File: src/rtl/rv32i_mul_shift_unit.sv
// Multicycle SLL/SRL/SRA: the operand is multiplied chunk-by-chunk by 2^r and the chunks are realigned by wiring.
// Build option MULSHIFT_ZERO_BYPASS_EN: requests with r == 0 skip the multiplier and load the accumulator directly.
//   state  | meaning
//   IDLE   | waiting for a request, o_ready high
//   MUL    | one multiplier transaction per chunk, idx selects the chunk
//   FIN    | realign accumulator by q chunks, register o_result
//   DONE   | o_valid high until the consumer takes the result
module rv32i_mul_shift_unit #(
  parameter int XLEN  = 32,
  parameter int MUL_W = 16
) (
  input  logic                     i_clk,
  input  logic                     i_rst_n,
  input  logic                     i_valid,
  output logic                     o_ready,
  input  logic [1:0]               i_op,
  input  logic [XLEN-1:0]          i_operand,
  input  logic [$clog2(XLEN)-1:0]  i_shamt,
  input  logic                     i_flush,
  output logic                     o_valid,
  input  logic                     i_ready,
  output logic [XLEN-1:0]          o_result,
  output logic                     o_mul_req,
  output logic [MUL_W-1:0]         o_mul_a,
  output logic [MUL_W-1:0]         o_mul_b,
  input  logic                     i_mul_valid,
  input  logic [2*MUL_W-1:0]       i_mul_result
);
  localparam int N     = XLEN / MUL_W;
  localparam int IDX_W = (N > 1) ? $clog2(N) : 1;
  localparam int T_W   = $clog2(XLEN + 1);
  localparam int Q_W   = $clog2(N + 1);
  localparam int R_W   = $clog2(MUL_W);
  localparam int ACC_W = XLEN + MUL_W;
  localparam int P_W   = 2 * XLEN;

  localparam logic [1:0] S_IDLE = 2'd0;
  localparam logic [1:0] S_MUL  = 2'd1;
  localparam logic [1:0] S_FIN  = 2'd2;
  localparam logic [1:0] S_DONE = 2'd3;

  logic [1:0]       state_q, state_d;
  logic [XLEN-1:0]  a_q, a_d;
  logic [ACC_W-1:0] acc_q, acc_d;
  logic [IDX_W-1:0] idx_q, idx_d;
  logic [Q_W-1:0]   q_q, q_d;
  logic [R_W-1:0]   r_q, r_d;
  logic             inv_q, inv_d;
  logic             sll_q, sll_d;
  logic [XLEN-1:0]  result_q, result_d;

  logic             is_sll, neg_sra;
  logic [XLEN-1:0]  a_in;
  logic [T_W-1:0]   t_c;
  logic [Q_W-1:0]   q_c;
  logic [R_W-1:0]   r_c;
  logic [P_W-1:0]   p_c;
  logic [XLEN-1:0]  fin_c;
  logic [MUL_W-1:0] chunk_c;

  // Right shifts become a left shift by XLEN-shamt whose upper half is the answer;
  // negative SRA operands are inverted so the vacated bits fill with ones after re-inversion.
  always_comb begin
    is_sll  = (i_op == 2'b00);
    neg_sra = (i_op == 2'b10) && i_operand[XLEN-1];
    a_in    = neg_sra ? ~i_operand : i_operand;
    t_c     = is_sll ? T_W'(i_shamt) : (T_W'(XLEN) - T_W'(i_shamt));
    q_c     = Q_W'(t_c / T_W'(MUL_W));
    r_c     = R_W'(t_c % T_W'(MUL_W));
    p_c     = P_W'(acc_q) << (q_q * MUL_W);
    fin_c   = sll_q ? p_c[XLEN-1:0] : (p_c[P_W-1:XLEN] ^ {XLEN{inv_q}});
  end

  always_comb begin
    chunk_c = '0;
    for (int k = 0; k < N; k++) begin
      if (idx_q == IDX_W'(k)) chunk_c = a_q[k*MUL_W +: MUL_W];
    end
  end

  always_comb begin
    state_d  = state_q;
    a_d      = a_q;
    acc_d    = acc_q;
    idx_d    = idx_q;
    q_d      = q_q;
    r_d      = r_q;
    inv_d    = inv_q;
    sll_d    = sll_q;
    result_d = result_q;
    if (i_flush) begin
      state_d = S_IDLE;
    end else begin
      case (state_q)
        S_IDLE: begin
          if (i_valid) begin
            a_d     = a_in;
            sll_d   = is_sll;
            inv_d   = neg_sra;
            q_d     = q_c;
            r_d     = r_c;
            acc_d   = '0;
            idx_d   = '0;
            state_d = S_MUL;
`ifdef MULSHIFT_ZERO_BYPASS_EN
            if (r_c == '0) begin
              acc_d   = ACC_W'(a_in);
              state_d = S_FIN;
            end
`endif
          end
        end
        S_MUL: begin
          // Partial products never overlap, so OR-ing them in is an exact sum.
          if (i_mul_valid) begin
            acc_d = acc_q | (ACC_W'(i_mul_result) << (idx_q * MUL_W));
            idx_d = idx_q + 1'b1;
            if (idx_q == IDX_W'(N - 1)) state_d = S_FIN;
          end
        end
        S_FIN: begin
          result_d = fin_c;
          state_d  = S_DONE;
        end
        S_DONE: begin
          if (i_ready) state_d = S_IDLE;
        end
        default: state_d = S_IDLE;
      endcase
    end
  end

  always_ff @(posedge i_clk or negedge i_rst_n) begin
    if (!i_rst_n) begin
      state_q  <= S_IDLE;
      a_q      <= '0;
      acc_q    <= '0;
      idx_q    <= '0;
      q_q      <= '0;
      r_q      <= '0;
      inv_q    <= 1'b0;
      sll_q    <= 1'b0;
      result_q <= '0;
    end else begin
      state_q  <= state_d;
      a_q      <= a_d;
      acc_q    <= acc_d;
      idx_q    <= idx_d;
      q_q      <= q_d;
      r_q      <= r_d;
      inv_q    <= inv_d;
      sll_q    <= sll_d;
      result_q <= result_d;
    end
  end

  assign o_ready   = (state_q == S_IDLE);
  assign o_valid   = (state_q == S_DONE);
  assign o_mul_req = (state_q == S_MUL);
  assign o_mul_a   = o_mul_req ? chunk_c : '0;
  assign o_mul_b   = o_mul_req ? (MUL_W'(1) << r_q) : '0;
  assign o_result  = result_q;

endmodule
File: config.mk
export PLATFORM = sky130hd
export DESIGN_NAME = rv32i_mul_shift_unit
export DESIGN_NICKNAME = d
export VERILOG_FILES = /design/src/rtl/rv32i_mul_shift_unit.sv
export SDC_FILE = /design/constraint.sdc
export NUM_CORES = 1
export LEC_CHECK = 0
export CORE_MARGIN = 5
export CORE_UTILIZATION = 45
export CTS_BUF_LIST = sky130_fd_sc_hd__clkbuf_2 sky130_fd_sc_hd__clkbuf_4 sky130_fd_sc_hd__clkbuf_8
export CTS_CLUSTER_SIZE = 14
export DETAILED_ROUTE_END_ITERATION = 10
export GPL_TIMING_DRIVEN = 1
export PLACE_DENSITY_LB_ADDON = 0.1
export SLEW_MARGIN = 20
export SYNTH_ARGS = -nofsm -noshare
export SYNTH_HDL_FRONTEND = slang
export SYNTH_SLANG_ARGS = --single-unit
File: constraint.sdc
create_clock -name i_clk -period 1.8 [get_ports i_clk]
set_input_delay 0.36 -clock i_clk [delete_from_list [all_inputs] [get_ports i_clk]]
set_output_delay 0.36 -clock i_clk [all_outputs]
set_load 0.03 [all_outputs]
==> reports/metrics.cfg, run 1 <==
[sta]
fin_crit_ns = 2.09
tightest_slew_ns = 0.424
drv_slew = 0
finalCritPeriodShare_pct = 116
worst_slack_ns = -0.285
relSlewSlack_pct = 71.7
setup-violations-final = 36
final_hold_viol_count = 0
rsz0062_at_grt = true
max_freq_mhz = 480
finalClockSkew_ns = 0.0103
holdWs_ns = 0.286
tns_ns = -7.69

[placed_design]
place_inst = 1050
place.gp.congestion = 0.825
io_buffers = 143
dpl_worst_slack_ns = -0.546
hpwl_mm = 12.7

[routing]
wire_per_inst_um = 17.4
antenna_left = 0
drc = 0
drt_iter0_drc = 367
dr.pass1.iters = 5
drt-total-wl_mm = 19.1
via_count = 5880
vias_per_cell = 5.35

[floorplanning]
die_area_um2 = 17600
ios = 144
fp.dieH_um = 133
coreArea_um2 = 14600
dieWidth_um = 133
rows = 44
start_util_pct = 46.2

[cells_and_area]
drive_above_1_share_pct = 22.5
fillers = 1166
antenna_cells = 0
nets = 986
finalNonFillerCells = 1100
area_growth_pct = 43.5

[outcome]
status = finished with violations
violations = setup timing

[clock_network]
cts_root_buffer = clkbuf_8
clockBufferDepth = 2
insertion_delay_ns = 0.44
cts_made_buffers = 17
h-tree-depth = 4
cts.sinks = 123
path_clk_slew_ns = 0.07
cts_tree = done

[logic_synthesis]
async_flop_share_pct = 100
ys_ff_latch = 123
netlist_instances = 735
ys_seq_area_share_pct = 45.5
synth_area_per_cell_um2 = 9.20
ys.flop_type = dfrtp_1
ys_types = 33
yosysWarningCount = 0
synth_area_um2 = 6770
synth-edff-count = 0
synth_nets = 817

[critical_path]
cp_top_family = buffers and inverters
rrSetupSlack_ns = -0.06
worstPathRequired_ns = 1.44
cpMaxStageDelayCell = dfrtp_1
cpPeakStageDelay_ns = 0.38
crit_buf_inv = 4
start_kind = flip-flop
path_cells = buf_6 > ha_4 > buf_12 > nand2b_4 > buf_12 > nor4_4 > buf_6
cp-end-kind = output pin
path_class = reg2out
path_max_fanout = 7
worstPathArrival_ns = 1.73

[power]
peakVddDrop_v = 0.000760
powerDensity_nw_per_um2 = 1650
power_mw = 16.1
p_leak_nw = 4.29

[grt]
grt_max_degree = 47
overflow = 0
grt_pass1_vias = 5925
grt_usage_pct = 21.4
antenna_found_initial = 0
grt_pass1_wl_mm = 30.3

[min_path]
hold_path_class = in2async

[job]
maxCapViolCount = 0

-- through the flow --
step,area [µm²],util (%)
6_report,9710,66.3
5_1_grt,9710,66.3
4_1_cts,9510,65.0
3_5_place_dp,8790,60.0
3_3_place_gp,8790,60.0
2_1_floorplan,6970,-
-- routing by layer --
metal	GRT usage, %	wire, µm	up-vias
li1	-	-	2831
met1	28.1	8410	2801
met2	34.0	9160	213
met3	5.77	1170	35
met4	7.91	388	0
met5	0	0	-
-- kinds of logic after synthesis --
family	after synthesis	share of synthesized area [%]
AOI/OAI and AO/OA	143	11.7
xor gates and xnor gates	50	6.47
adders and majority gates	5	0.925
buffers and inverters	64	4.46
DFF	123	45.5
muxes	99	14.9
and+or+nand+nor	251	16.1
-- where the power goes --
part / switching [mW] / total (mW) / internal (mW)
Sequential: 1.02 / 5.04 / 4.02
Clock: 1.07 / 2.44 / 1.37
Combinational: 4.74 / 8.58 / 3.84
Total: 6.83 / 16.1 / 9.22
-- what timing repair did --
| action | 4_1_cts | 5_1_grt |
|---|---|---|
| hold endpoints to repair | 90 | 0 |
| cloned | 2 | 3 |
| gates resized for setup | 91 | 17 |
| setup buffers | 8 | 6 |
| pin swaps | 5 | 11 |
| hold buffers | 1 | 0 |
| setup endpoints to repair | 99 | 48 |
-- cell type report --
class / count / area (µm²) / area share (%)
multi-input cells: 548 / 3740 / 38.6
flip-flops and latches: 123 / 3080 / 31.7
repair buffers: 207 / 2240 / 23.0
clock buffers: 23 / 298 / 3.07
well taps: 184 / 230 / 2.37
clock inverters: 8 / 92.6 / 0.954
inverters: 7 / 26.3 / 0.271
-- final timing paths --
| kind | start | to | cells past startpoint |
|---|---|---|---|
| worst min-delay path | i_rst_n | o_result[2] | 2 |
| worst min register to register | a_q[1] | a_q[1] | 2 |
| max in group asynchronous | i_rst_n | acc_q[45] | 3 |
| worst max-delay path | state_q[0] | o_mul_b[1] | 7 |
| worst max register to register | state_q[0] | acc_q[17] | 9 |
| min in group i_clk | a_q[1] | a_q[1] | 2 |
-- sequential cells by signal, summed over array words and instances (netlist names) --
signal / cells
inv_q: 1
idx_q: 1
r_q: 4
o_result: 32
a_q: 32
q_q: 2
sll_q: 1
acc_q: 48
state_q: 2
-- synthesized netlist by cell type (2+ instances only) --
library cell  count  area share (%)
nor4_1            4            0.37
clkbuf_1         20             1.1
buf_2            28             2.1
nor3_1           10            0.74
o21ai_0          39             2.9
nand3_1           3            0.22
dfrtp_1         123              45
xnor2_1          19             2.5
a21oi_1          64             4.7
buf_1             5            0.28
a211oi_1          2            0.22
nor2b_1          20             1.8
ha_1              5            0.92
nand3b_1          2            0.22
nand2_1          92             5.1
mux2i_1          84              12
o22a_1            2            0.26
xor2_1           31             4.0
buf_6             3            0.50
nor2_1          111             6.2
nand2b_1          5            0.46
mux2_2           15             2.5
inv_1             7            0.39
a31oi_1          32             3.0
-- worst reg2reg max path, cell delays in order (launching register included) --
cell,delay [ns]
dfrtp_1,0.40
buf_6,0.13
ha_4,0.16
buf_4,0.15
buf_16,0.14
buf_6,0.13
nand2b_1,0.15
a211o_1,0.30
nor2_1,0.12
o22a_1,0.13
-- cells in the final DEF (no fill, tap or decap), drive strengths merged, types with 2 or more instances in the layout --
| cell type | instances |
|---|---|
| a211oi | 2 |
| a21oi | 65 |
| a31oi | 32 |
| buf | 95 |
| bufinv | 2 |
| clkbuf | 26 |
| clkdlybuf4s50 | 75 |
| clkinv | 5 |
| dfrtp | 123 |
| dlygate4sd2 | 32 |
| ha | 5 |
| inv | 7 |
| mux2 | 15 |
| mux2i | 84 |
| nand2 | 92 |
| nand2b | 5 |
| nand3 | 3 |
| nand3b | 2 |
| nor2 | 112 |
| nor2b | 20 |
| nor3 | 10 |
| nor4 | 5 |
| o21ai | 39 |
| o22a | 2 |
| xnor2 | 19 |
| xor2 | 31 |
Power figures use the tool's default switching activity.
==> run 2, diff against run 1 <==
- HOLD_SLACK_MARGIN: default -> 0.08
==> results of run 2 <==
Same layout as run 1: the final DEF is identical, and so are final timing and power.
==> run 3, diff against run 2 <==
- CORE_UTILIZATION: 45 -> 48
==> reports/metrics.cfg, run 3 (synthesis gave the netlist of run 1 again) <==
[outcome]
status = finished with violations
violations = setup timing

[sta]
tns_ns = -4.85  ; +2.83 ns
holdWs_ns = 0.419  ; +0.133 ns
drv_slew = 0  ; unchanged
rsz0062_at_grt = true
tightest_slew_ns = 0.510  ; +0.0856 ns
finalClockSkew_ns = 0.0107  ; +0.000402 ns
fin_crit_ns = 2.01  ; -0.0800 ns
final_hold_viol_count = 0  ; unchanged
max_freq_mhz = 499  ; +4.0%
finalCritPeriodShare_pct = 111  ; -4.4 points
worst_slack_ns = -0.205  ; +0.0800 ns
setup-violations-final = 32  ; -11%
relSlewSlack_pct = 66.0  ; -5.7 points

[critical_path]
path_class = reg2out
path_max_fanout = 7  ; unchanged
start_kind = flip-flop
cp-end-kind = output pin
worstPathRequired_ns = 1.44  ; about the same
worstPathArrival_ns = 1.65  ; -0.08 ns

[clock_network]
path_clk_slew_ns = 0.07  ; about the same
clockBufferDepth = 2  ; unchanged
cts_root_buffer = clkbuf_8
h-tree-depth = 4  ; unchanged
cts_made_buffers = 17  ; unchanged
cts_tree = done
cts.sinks = 123  ; unchanged
insertion_delay_ns = 0.44  ; about the same

[floorplanning]
ios = 144  ; unchanged
rows = 43  ; -2.3%
coreArea_um2 = 13800  ; -5.6%
dieWidth_um = 129  ; -2.9%
fp.dieH_um = 129  ; -2.9%
die_area_um2 = 16600  ; -5.8%
start_util_pct = 48.9  ; +2.7 points

[power]
p_int_mw = 8.57  ; -7.1%
powerDensity_nw_per_um2 = 1630  ; -1.7%
seqPwrFrac_pct = 33.1  ; +1.7 points
peakVddDrop_v = 0.000725  ; -4.7%
combPwrFrac_pct = 51.6  ; -1.8 points
p_leak_nw = 4.14  ; -3.6%
p_sw_mw = 6.50  ; -4.9%
power_mw = 15.1  ; -6.2%
clockPowerShare_pct = 15.4  ; +0.2 points
p_sw_share_pct = 43.1  ; +0.58 points

[cells_and_area]
drive_above_1_share_pct = 20.0  ; -2.5 points
largest_register_ff_count = 48  ; unchanged
top_register = acc_q
nets = 973  ; -1.3%
layout_commonest_cell = dfrtp_1
final_cell_mix = dfrtp_1 (121), nor2_1 (108), nand2_1 (91)
area_growth_pct = 36.9
antenna_cells = 0  ; unchanged
finalNonFillerCells = 1084  ; -1.5%

[placed_design]
hpwl_mm = 12.7  ; +0.34%
place_inst = 1045  ; -0.48%
io_buffers = 143  ; unchanged
place.gp.congestion = 0.868  ; +5.1%
dpl_worst_slack_ns = 0.00728  ; +0.554 ns

[grt]
grt_max_degree = 65  ; +38%
overflow = 0  ; unchanged
antenna_found_initial = 0  ; unchanged
grt_pass1_wl_mm = 29.4  ; -3.0%
grt_usage_pct = 22.3  ; +0.96 points
grt_pass1_vias = 6001  ; +1.3%

[routing]
drt-total-wl_mm = 18.0  ; -5.7%
drc = 0  ; unchanged
wire_per_inst_um = 16.6  ; -4.3%
dr.pass1.iters = 5  ; unchanged
drt_iter0_drc = 255  ; -31%
via_count = 5772  ; -1.8%
vias_per_cell = 5.32  ; -0.39%
antenna_left = 0  ; unchanged

[min_path]
hold_path_class = in2async

[job]
maxCapViolCount = 0  ; unchanged

==> run 3: layer usage <==
layer	global-route usage, %	part of all wire [%]	wire length (µm)	vias to the layer above
met5	0	0	0	-
met4	8.15	2.0	352	0
met3	5.27	6.1	1100	31
met2	37.4	49	8840	200
met1	28.2	43	7760	2727
li1	-	-	-	2814
==> run 3: power by group through the flow <==
stage / Sequential, mW / Clock (mW) / Combinational (mW)
finish: 4.98 / 2.31 / 7.77
global route: 5.15 / 2.49 / 8.42
CTS: 4.97 / 2.36 / 7.74
detailed placement: 5.04 / 0 / 7.80
global placement: 4.98 / 0 / 7.65
floorplan: 5.46 / 0 / 4.58
==> run 3: cell type report <==
| class | instances | area, µm² |
|---|---|---|
| Clock inverter | 8 | 67.6 |
| Fill cell | 1084 | 4560 |
| Tap cell | 180 | 225 |
| Multi-Input combinational cell | 548 | 3620 |
| Inverter | 7 | 26.3 |
| Clock buffer | 24 | 305 |
| Sequential cell | 123 | 3080 |
| Timing Repair Buffer | 194 | 1940 |
==> run 3: path summary, 6_finish.rpt <==
path                       startpoint            to  slack [ns]  cells after the start
max                        state_q[1]    o_mul_b[1]       -0.21                      6
min                           i_rst_n  o_result[20]        0.42                      2
max reg2reg                state_q[0]     acc_q[42]        0.12                      8
min reg2reg                    a_q[6]        a_q[6]        0.48                      2
max in group asynchronous     i_rst_n       a_q[13]        0.81                      3
min in group i_clk             a_q[6]        a_q[6]        0.48                      2
==> run 3: repair_timing <==
item | CTS | global route
buffers inserted | 6 | 0
endpoints found under the hold margin | 30 | 0
setup endpoints to repair | 66 | 43
hold buffers | 1 | 0
resized for setup | 53 | 6
pin swaps | 1 | 1
==> run 3: through the flow <==
| stage | util (%) | instance area (µm²) |
|---|---|---|
| after floorplan | - | 6970 |
| after global placement | 63.6 | 8790 |
| after detailed placement | 63.6 | 8790 |
| after CTS | 66.8 | 9230 |
| after global routing | 67.0 | 9260 |
| final | 67.0 | 9260 |
==> run 3: critical path, stage by stage, from the launching register on <==
cell and delay (ns):
dfrtp_1 0.39, inv_2 0.08, ha_4 0.18, nand2b_4 0.08
buf_12 0.15, nor4_4 0.13, buf_4 0.20
